===== src/rtl/fifo_burst_writer.sv =====
// FIFO write-port traffic source: emits tagged, sequenced bursts
// under a valid/ready handshake for FIFO bring-up and stress runs.
module fifo_burst_writer #(
    parameter int FIFO_WIDTH  = 8,
    parameter int TAG_WIDTH   = 3,
    parameter int LEN_WIDTH   = 8,
    parameter int GAP_WIDTH   = 4,
    parameter int STALL_WIDTH = 16
) (
    input  logic                            clk,
    input  logic                            rst,
    input  logic                            start,
    input  logic [LEN_WIDTH-1:0]            burstLen,
    input  logic [GAP_WIDTH-1:0]            gapCycles,
    input  logic                            mode,
    input  logic [FIFO_WIDTH-TAG_WIDTH-1:0] seed,
    input  logic                            writeReady,
    output logic                            writeValid,
    output logic [FIFO_WIDTH-1:0]           writeData,
    output logic                            busy,
    output logic                            done,
    output logic [LEN_WIDTH-1:0]            wordsSent,
    output logic [STALL_WIDTH-1:0]          stallCycles
);

    localparam int PW = FIFO_WIDTH - TAG_WIDTH;

    typedef enum logic [1:0] {
        IDLE,
        SEND,
        GAP,
        DONE
    } stateT;

    stateT                state;
    logic [LEN_WIDTH-1:0] lenR;
    logic [GAP_WIDTH-1:0] gapR;
    logic                 modeR;
    logic [PW-1:0]        seedR;
    logic [GAP_WIDTH-1:0] gapCnt;
    logic [TAG_WIDTH-1:0] tag;

    logic [LEN_WIDTH-1:0] nextCnt;
    logic [TAG_WIDTH-1:0] tagNext;
    logic                 lastWord;

    function automatic logic [PW-1:0] payload(
        input logic                 m,
        input logic [PW-1:0]        s,
        input logic [LEN_WIDTH-1:0] k
    );
        logic [PW-1:0] kp;
        kp = PW'(k);
        return m ? (s ^ kp) : (s + kp);
    endfunction

    assign nextCnt  = wordsSent + 1'b1;
    assign tagNext  = tag + 1'b1;
    assign lastWord = (nextCnt == lenR);

    always_ff @(posedge clk or negedge rst) begin
        if (!rst) begin
            state       <= IDLE;
            lenR        <= '0;
            gapR        <= '0;
            modeR       <= 1'b0;
            seedR       <= '0;
            gapCnt      <= '0;
            tag         <= '0;
            writeValid  <= 1'b0;
            writeData   <= '0;
            busy        <= 1'b0;
            done        <= 1'b0;
            wordsSent   <= '0;
            stallCycles <= '0;
        end else begin
            unique case (state)
                IDLE: begin
                    done <= 1'b0;
                    if (start) begin
                        lenR      <= burstLen;
                        gapR      <= gapCycles;
                        modeR     <= mode;
                        seedR     <= seed;
                        wordsSent <= '0;
                        busy      <= 1'b1;
                        if (burstLen != '0) begin
                            writeValid <= 1'b1;
                            writeData  <= {tag, seed};
                            state      <= SEND;
                        end else begin
                            state <= DONE;
                        end
                    end
                end
                SEND: begin
                    if (writeReady) begin
                        wordsSent <= nextCnt;
                        tag       <= tagNext;
                        if (lastWord) begin
                            writeValid <= 1'b0;
                            busy       <= 1'b0;
                            done       <= 1'b1;
                            state      <= DONE;
                        end else if (gapR == '0) begin
                            writeData <= {tagNext, payload(modeR, seedR, nextCnt)};
                        end else begin
                            writeValid <= 1'b0;
                            gapCnt     <= gapR;
                            state      <= GAP;
                        end
                    end else if (stallCycles != '1) begin
                        stallCycles <= stallCycles + 1'b1;
                    end
                end
                GAP: begin
                    if (gapCnt == GAP_WIDTH'(1)) begin
                        writeValid <= 1'b1;
                        writeData  <= {tag, payload(modeR, seedR, wordsSent)};
                        state      <= SEND;
                    end else begin
                        gapCnt <= gapCnt - 1'b1;
                    end
                end
                DONE: begin
                    // Zero-length bursts arrive here with done low and
                    // spend one extra cycle so the pulse lands a cycle later.
                    if (done) begin
                        done  <= 1'b0;
                        state <= IDLE;
                    end else begin
                        done <= 1'b1;
                        busy <= 1'b0;
                    end
                end
                default: state <= IDLE;
            endcase
        end
    end

endmodule

===== config.mk =====
export PLATFORM = sky130hd
export DESIGN_NAME = fifo_burst_writer
export DESIGN_NICKNAME = d
export VERILOG_FILES = /design/src/rtl/fifo_burst_writer.sv
export SDC_FILE = /design/constraint.sdc
export NUM_CORES = 1
export LEC_CHECK = 0
export BUFFER_PORTS_ARGS = -buffer_cell sky130_fd_sc_hd__buf_2
export CORE_MARGIN = 5
export CORE_UTILIZATION = 53
export DETAILED_ROUTE_END_ITERATION = 10
export PLACE_DENSITY = 0.78
export REMOVE_ABC_BUFFERS = 1
export SLEW_MARGIN = 10
export SYNTH_ARGS = -nofsm -noshare
export SYNTH_HDL_FRONTEND = slang
export SYNTH_SLANG_ARGS = --single-unit

===== constraint.sdc =====
create_clock -name clk -period 3 [get_ports clk]
set_input_delay 0.15 -clock clk [delete_from_list [all_inputs] [get_ports clk]]
set_output_delay 0.15 -clock clk [all_outputs]
set_load 0.01 [all_outputs]

==> flow_metrics.tcl, run 1 <==
set metrics [dict create \
    cts_resized 0 \
    syn_area_mm2 0.00374 \
    swShare_pct 39.3 \
    pwr-share-comb_pct 47.5 \
    path_class "reg -> reg" \
    p_total_uw 4400 \
    cellPowerDensity_mw_per_mm2 1020 \
    synth_edf_count 0 \
    initial_utilization_pct 54.7 \
    syn_area_per_cell_um2 10.1 \
    multi_input_area_mm2 0.00204 \
    seq_area_mm2 0.00155 \
    die_w_um 94 \
    max_stage_delay_ns 0.56 \
    drt_first_pass_iters 4 \
    rows 30 \
    hold_violations 0 \
    clockPowerShare_pct 18.7 \
    synth.distinct_cells 55 \
    wl_mm 8.47 \
    core_area_mm2 0.00683 \
    cp-start-kind "flip-flop" \
    route.detailed.drc 0 \
    cts_buffers 9 \
    irDropWorstVdd_uv 603 \
    clock_tree.root_cell "clkbuf_8" \
    crit_slowest_cell "dfrtp_1" \
    die_y_um 94 \
    cts_buffer_depth 2 \
    maxCapViolations 0 \
    grt_util_all_layers_pct 20.8 \
    syn2layout_area_growth_pct 15.5 \
    cts_sinks 62 \
    avgRoutedWirePerCell_um 16.0 \
    gp_congestion 0.869 \
    crit_path_end_kind "flip-flop" \
    first_global_vias 3033 \
    antenna_cells 0 \
    post-cts-setup-buffer-count 0 \
    synthArstFlopShare_pct 100 \
    crit_buf_inv 0 \
    drtAntennaViolNets 0 \
    period_needed_ns 2.66 \
    synth_top_area_share_pct 41.5 \
    fmax_mhz 376 \
    ys.flop_type "dfrtp_1" \
    fin_crit_sh_pct 88.6 \
    overflow 0 \
    whs_ns 0.0451 \
    fin_tns_setup_ns 0 \
    status "finished, final reports clean" \
    path_clk_slew_ns 0.07 \
    fin_skew_ns 0.00340 \
    port_buffers 56 \
    cts_hold_buf 1 \
    hold_class "in -> reg" \
    dieArea_mm2 0.00884 \
    boundaryPins 57 \
    ys_top_cells_by_area "dfrtp_1 41%, mux2_2 8.4%, ha_1 6.4%" \
    synth-seq-cells 62 \
    first_iter_violations 169 \
    antenna_found_initial 0 \
    final_nets 471 \
    finalMaxSlewViolations 0 \
    setup_viol_count_final 0 \
    max_slew_margin_pct 41.9 \
    via_per_inst 5.66 \
    grt_max_degree 63 \
    rsz0062_at_grt "no" \
    worst_pin_slew_ns 0.863 \
    cp_cell_sequence "ha_1, nand3_1, xnor2_1, nor4_1, and4_1, nor3_4, mux2_2" \
    cp.required_ns 3.22 \
    leakage_uw 0.00202 \
    final_util_pct 63.2 \
    p_seq_share_pct 33.8 \
    synth_cells 371 \
    h-tree-depth 3 \
    drive_gt1_share_pct 25.7 \
    grt_pass1_wl_mm 14.5 \
    hpwl_mm 6.08 \
    cts_tree "yes" \
    fill_cells 563 \
    path_max_fanout 10 \
    num_vias 2990 \
    clock_latency_ns 0.33 \
    power.switching_uw 1730 \
    path_delay_family "simple AND/OR/NAND/NOR gates" \
    p_int_uw 2670 \
    ys_warn_count 0 \
    yosysSeqAreaShare_pct 41.5 \
    yosysTopAreaCell "dfrtp_1" \
    critPathArrivalTime_ns 2.88 \
]
==> per-layer routing <==
metal / wire (um) / up-vias / global-route usage (%)
met1: 3680 / 1446 / 25.8
met2: 4120 / 77 / 34.4
met5: 0 / - / 0
li1: - / 1452 / -
met3: 493 / 15 / 5.45
met4: 182 / 0 / 8.42
==> placed cells by master (no fill, tap or decap), types with 2 or more instances in the layout <==
cell	netlist	layout
and3_1	4	4
o21ai_0	9	9
o221ai_1	3	3
buf_2	3	56
mux2_2	28	28
nand2b_1	6	6
or4_1	4	4
a32o_1	2	2
clkbuf_8	0	11
a211o_1	2	2
a21oi_1	14	14
nor2b_1	6	6
and4_1	2	2
nor4_1	5	5
nand4_1	4	4
nand3_1	19	19
nor2_1	24	24
buf_4	1	5
xor2_1	13	13
a211oi_1	4	4
xnor2_1	21	21
a22o_1	4	4
a31oi_1	5	5
bufinv_16	0	2
o22ai_1	3	3
clkinv_2	0	2
ha_1	19	19
dfrtp_1	62	62
mux2i_1	5	5
o32a_1	2	2
fa_1	2	2
nand2_1	33	33
a22oi_1	3	3
inv_1	15	15
nor3_1	10	10
or3_1	3	3
==> cells by family after synthesis <==
| kind of cell | share of synthesized area, % |
|---|---|
| multiplexers | 9.77 |
| AO/OA/AOI/OAI | 11.5 |
| buffers and inverters | 3.91 |
| XOR/XNOR | 7.96 |
| adder cells (fa/ha/maj) | 7.43 |
| flip-flops | 41.5 |
| AND/OR/NAND/NOR | 17.9 |
==> area by class of cell <==
type | instances | area share (%)
multi-input combinational | 278 | 47.3
sequential | 62 | 35.9
timing repair buffer | 62 | 7.59
clock buffer | 11 | 3.51
tap | 96 | 2.78
clock inverter | 4 | 1.62
inverter | 15 | 1.30
==> path summary, 6_finish.rpt <==
check / from / endpoint / slack, ns / cells past startpoint
max: wordsSent[1]$_DFFE_PN0P_ / writeData[5]$_DFFE_PN0P_ / 0.34 / 7
min: mode / modeR$_DFFE_PN0P_ / 0.05 / 2
max reg2reg: wordsSent[1]$_DFFE_PN0P_ / writeData[5]$_DFFE_PN0P_ / 0.34 / 7
min reg2reg: stallCycles[6]$_DFFE_PN0P_ / stallCycles[6]$_DFFE_PN0P_ / 0.49 / 1
max in group asynchronous: rst / writeValid$_DFFE_PN0P_ / 1.96 / 3
min in group asynchronous: rst / stallCycles[7]$_DFFE_PN0P_ / 0.49 / 3
==> state kept, by name (all words and copies together) (netlist names) <==
signal,cells
busy,1
done,1
gapCnt,4
gapR,4
lenR,8
modeR,1
seedR,5
stallCycles,16
state,2
tag,3
wordsSent,8
writeData,8
writeValid,1
==> cell usage after synthesis (4+ instances only) <==
library cell	instances
clkbuf_1	8
a22o_1	4
nand3_1	19
dfrtp_1	62
ha_1	19
nor3_1	10
nand2b_1	6
a31oi_1	5
nor4_1	5
xnor2_1	21
or4_1	4
and3_1	4
mux2i_1	5
nor2b_1	6
o21ai_0	9
nand2_1	33
nand4_1	4
nor2_1	24
inv_1	15
a21oi_1	14
a211oi_1	4
xor2_1	13
mux2_2	28
==> power by group through the flow <==
| stage | combinational [uW] | sequential, uW | clock, uW |
|---|---|---|---|
| final | 2090 | 1480 | 823 |
| after global placement | 2000 | 1470 | 0 |
| after detailed placement | 2080 | 1490 | 0 |
| after global routing | 2350 | 1540 | 876 |
| after CTS | 2100 | 1490 | 838 |
| after floorplan | 1500 | 1460 | 0 |
==> per-stage QoR <==
step | area, um2 | instances | setup WS, ns
finish | 4320 | 528 | 0.342
global placement | 4090 | 512 | 0.530
CTS | 4320 | 528 | 0.341
detailed placement | 4090 | 512 | 0.365
global route | 4320 | 528 | 0.113
floorplan | 3650 | 355 | 0.599
(Power assumes the default switching activity.)
==> inputs of run 2 (changes only) <==
RECOVER_POWER = 25   (was default)
==> flow_metrics.tcl, run 2 (synthesized netlist as in run 1, its figures left out) <==
set metrics [dict create \
    status "finished with violations" \
    violations "capacitance limit, slew limit" \
    cp.required_ns 3.22 \
    drtAntennaViolNets 0 \
    met1_length_mm 3.67 \
    via_per_inst 5.68 \
    holdPathEnd "modeR$_DFFE_PN0P_" \
    place_ws_ns 0.365 \
    max_stage_delay_ns 0.56 \
    leakage_uw 0.00192 \
    syn2layout_area_growth_pct 14.5 \
    critPathArrivalTime_ns 2.87 \
    die_w_um 94 \
    hold_violations 0 \
    fin_crit_sh_pct 88.4 \
    antenna_found_initial 0 \
    fin_skew_ns 0.00326 \
    cp-start-kind "flip-flop" \
    path_delay_family "simple AND/OR/NAND/NOR gates" \
    avgRoutedWirePerCell_um 16.1 \
    path_class "reg -> reg" \
    crit_path_end_kind "flip-flop" \
    h-tree-depth 3 \
    r2r-end "writeData[5]$_DFFE_PN0P_" \
    cp_cell_sequence "ha_1, nand3_1, xnor2_1, nor4_1, and4_1, nor3_4, mux2_2" \
    num_vias 3000 \
    r2r_slack_ns 0.35 \
    drt_first_pass_iters 7 \
    cts_tree "yes" \
    setup_viol_count_final 0 \
    antenna_cells 0 \
    finalMaxSlewViolations 63 \
    dieArea_mm2 0.00884 \
    overflow 0 \
    cts_sinks 62 \
    worst-r2r-cell-count 7 \
    drive_gt1_share_pct 19.2 \
    port_buffers 56 \
    cts_buffer_depth 2 \
    largest_register_ffs 16 \
    grt_util_all_layers_pct 20.8 \
    whs_ns 0.0422 \
    route.detailed.drc 0 \
    irDropWorstVdd_uv 604 \
    r2r-start "wordsSent[1]$_DFFE_PN0P_" \
    setup_slack_ns 0.348 \
    cellPowerDensity_mw_per_mm2 1020 \
    gp_congestion 0.869 \
    rsz0062_at_grt "no" \
    layout_common_cells "62 x dfrtp_1, 33 x nand2_1, 28 x mux2_2, 28 x buf_2, 28 x clkbuf_1" \
    grt_max_degree 63 \
    die_y_um 94 \
    fin_tns_setup_ns 0 \
    first_global_vias 3033 \
    hpwl_mm 6.08 \
    worst_pin_slew_ns 1.53 \
    wl_met3_um 549 \
    top_register "stallCycles" \
    final_util_pct 62.7 \
    wl_mm 8.48 \
    crit_buf_inv 0 \
    core_area_mm2 0.00683 \
    first_iter_violations 158 \
    final_nets 471 \
    period_needed_ns 2.65 \
    path_clk_slew_ns 0.07 \
    top_layer_used "met4" \
    boundaryPins 57 \
    hold-path-cell-count 2 \
    cts_buffers 9 \
    initial_utilization_pct 54.7 \
    maxCapViolations 1 \
    wl_met2_mm 4.07 \
    rows 30 \
    cts_resized 0 \
    clock_latency_ns 0.34 \
    crit_slowest_cell "dfrtp_1" \
    min_from "mode" \
    cts_hold_buf 1 \
    path_max_fanout 10 \
    hold_class "in -> reg" \
    max_slew_margin_pct -2.29 \
    fmax_mhz 377 \
    post-cts-setup-buffer-count 0 \
    p_total_uw 4370 \
    final_common_cell "dfrtp_1" \
    grt_pass1_wl_mm 14.5 \
    clock_tree.root_cell "clkbuf_8" \
]
run 2: changes by cell type in the layout (fill, tap and decap cells not counted), sizes merged:
cell | before | now
clkbuf | 11 | 40
buf | 61 | 32
run 2: worst max-delay path by stage:
stage,startpoint,end,slack (ns),cells after the start
detailed placement,wordsSent[1]$_DFFE_PN0P_,writeData[7]$_DFFE_PN0P_,0.37,7
floorplan,wordsSent[0]$_DFFE_PN0P_,writeData[3]$_DFFE_PN0P_,0.60,9
CTS,wordsSent[1]$_DFFE_PN0P_,writeData[7]$_DFFE_PN0P_,0.34,7
finish,wordsSent[1]$_DFFE_PN0P_,writeData[5]$_DFFE_PN0P_,0.35,7
global route,wordsSent[1]$_DFFE_PN0P_,writeData[5]$_DFFE_PN0P_,0.11,7
global placement,wordsSent[1]$_DFFE_PN0P_,writeData[3]$_DFFE_PN0P_,0.53,9
run 2: layer usage:
metal  up-vias  GRT usage [%]
met5         -              0
met4         0           8.42
met3        18           5.45
met2        96           34.4
met1      1432           25.8
li1       1454              -
run 2: area by class of cell:
class / count / area, um2
inverters: 15 / 56.3
fillers: 578 / 2550
repair buffers: 62 / 290
well taps: 96 / 120
multi-input cells: 278 / 2040
clock buffers: 11 / 151
flip-flops and latches: 62 / 1550
clock inverters: 4 / 70.1
run 2: per-stage QoR:
step,std cells,area (um2)
2_1_floorplan,355,3650
3_3_place_gp,512,4090
3_5_place_dp,512,4090
4_1_cts,528,4320
5_1_grt,528,4280
6_report,528,4280
run 2: where the power goes:
group / internal (uW) / switching [uW]
clock: 506 / 319
sequential: 1150 / 337
combinational: 983 / 1080
total: 2640 / 1730
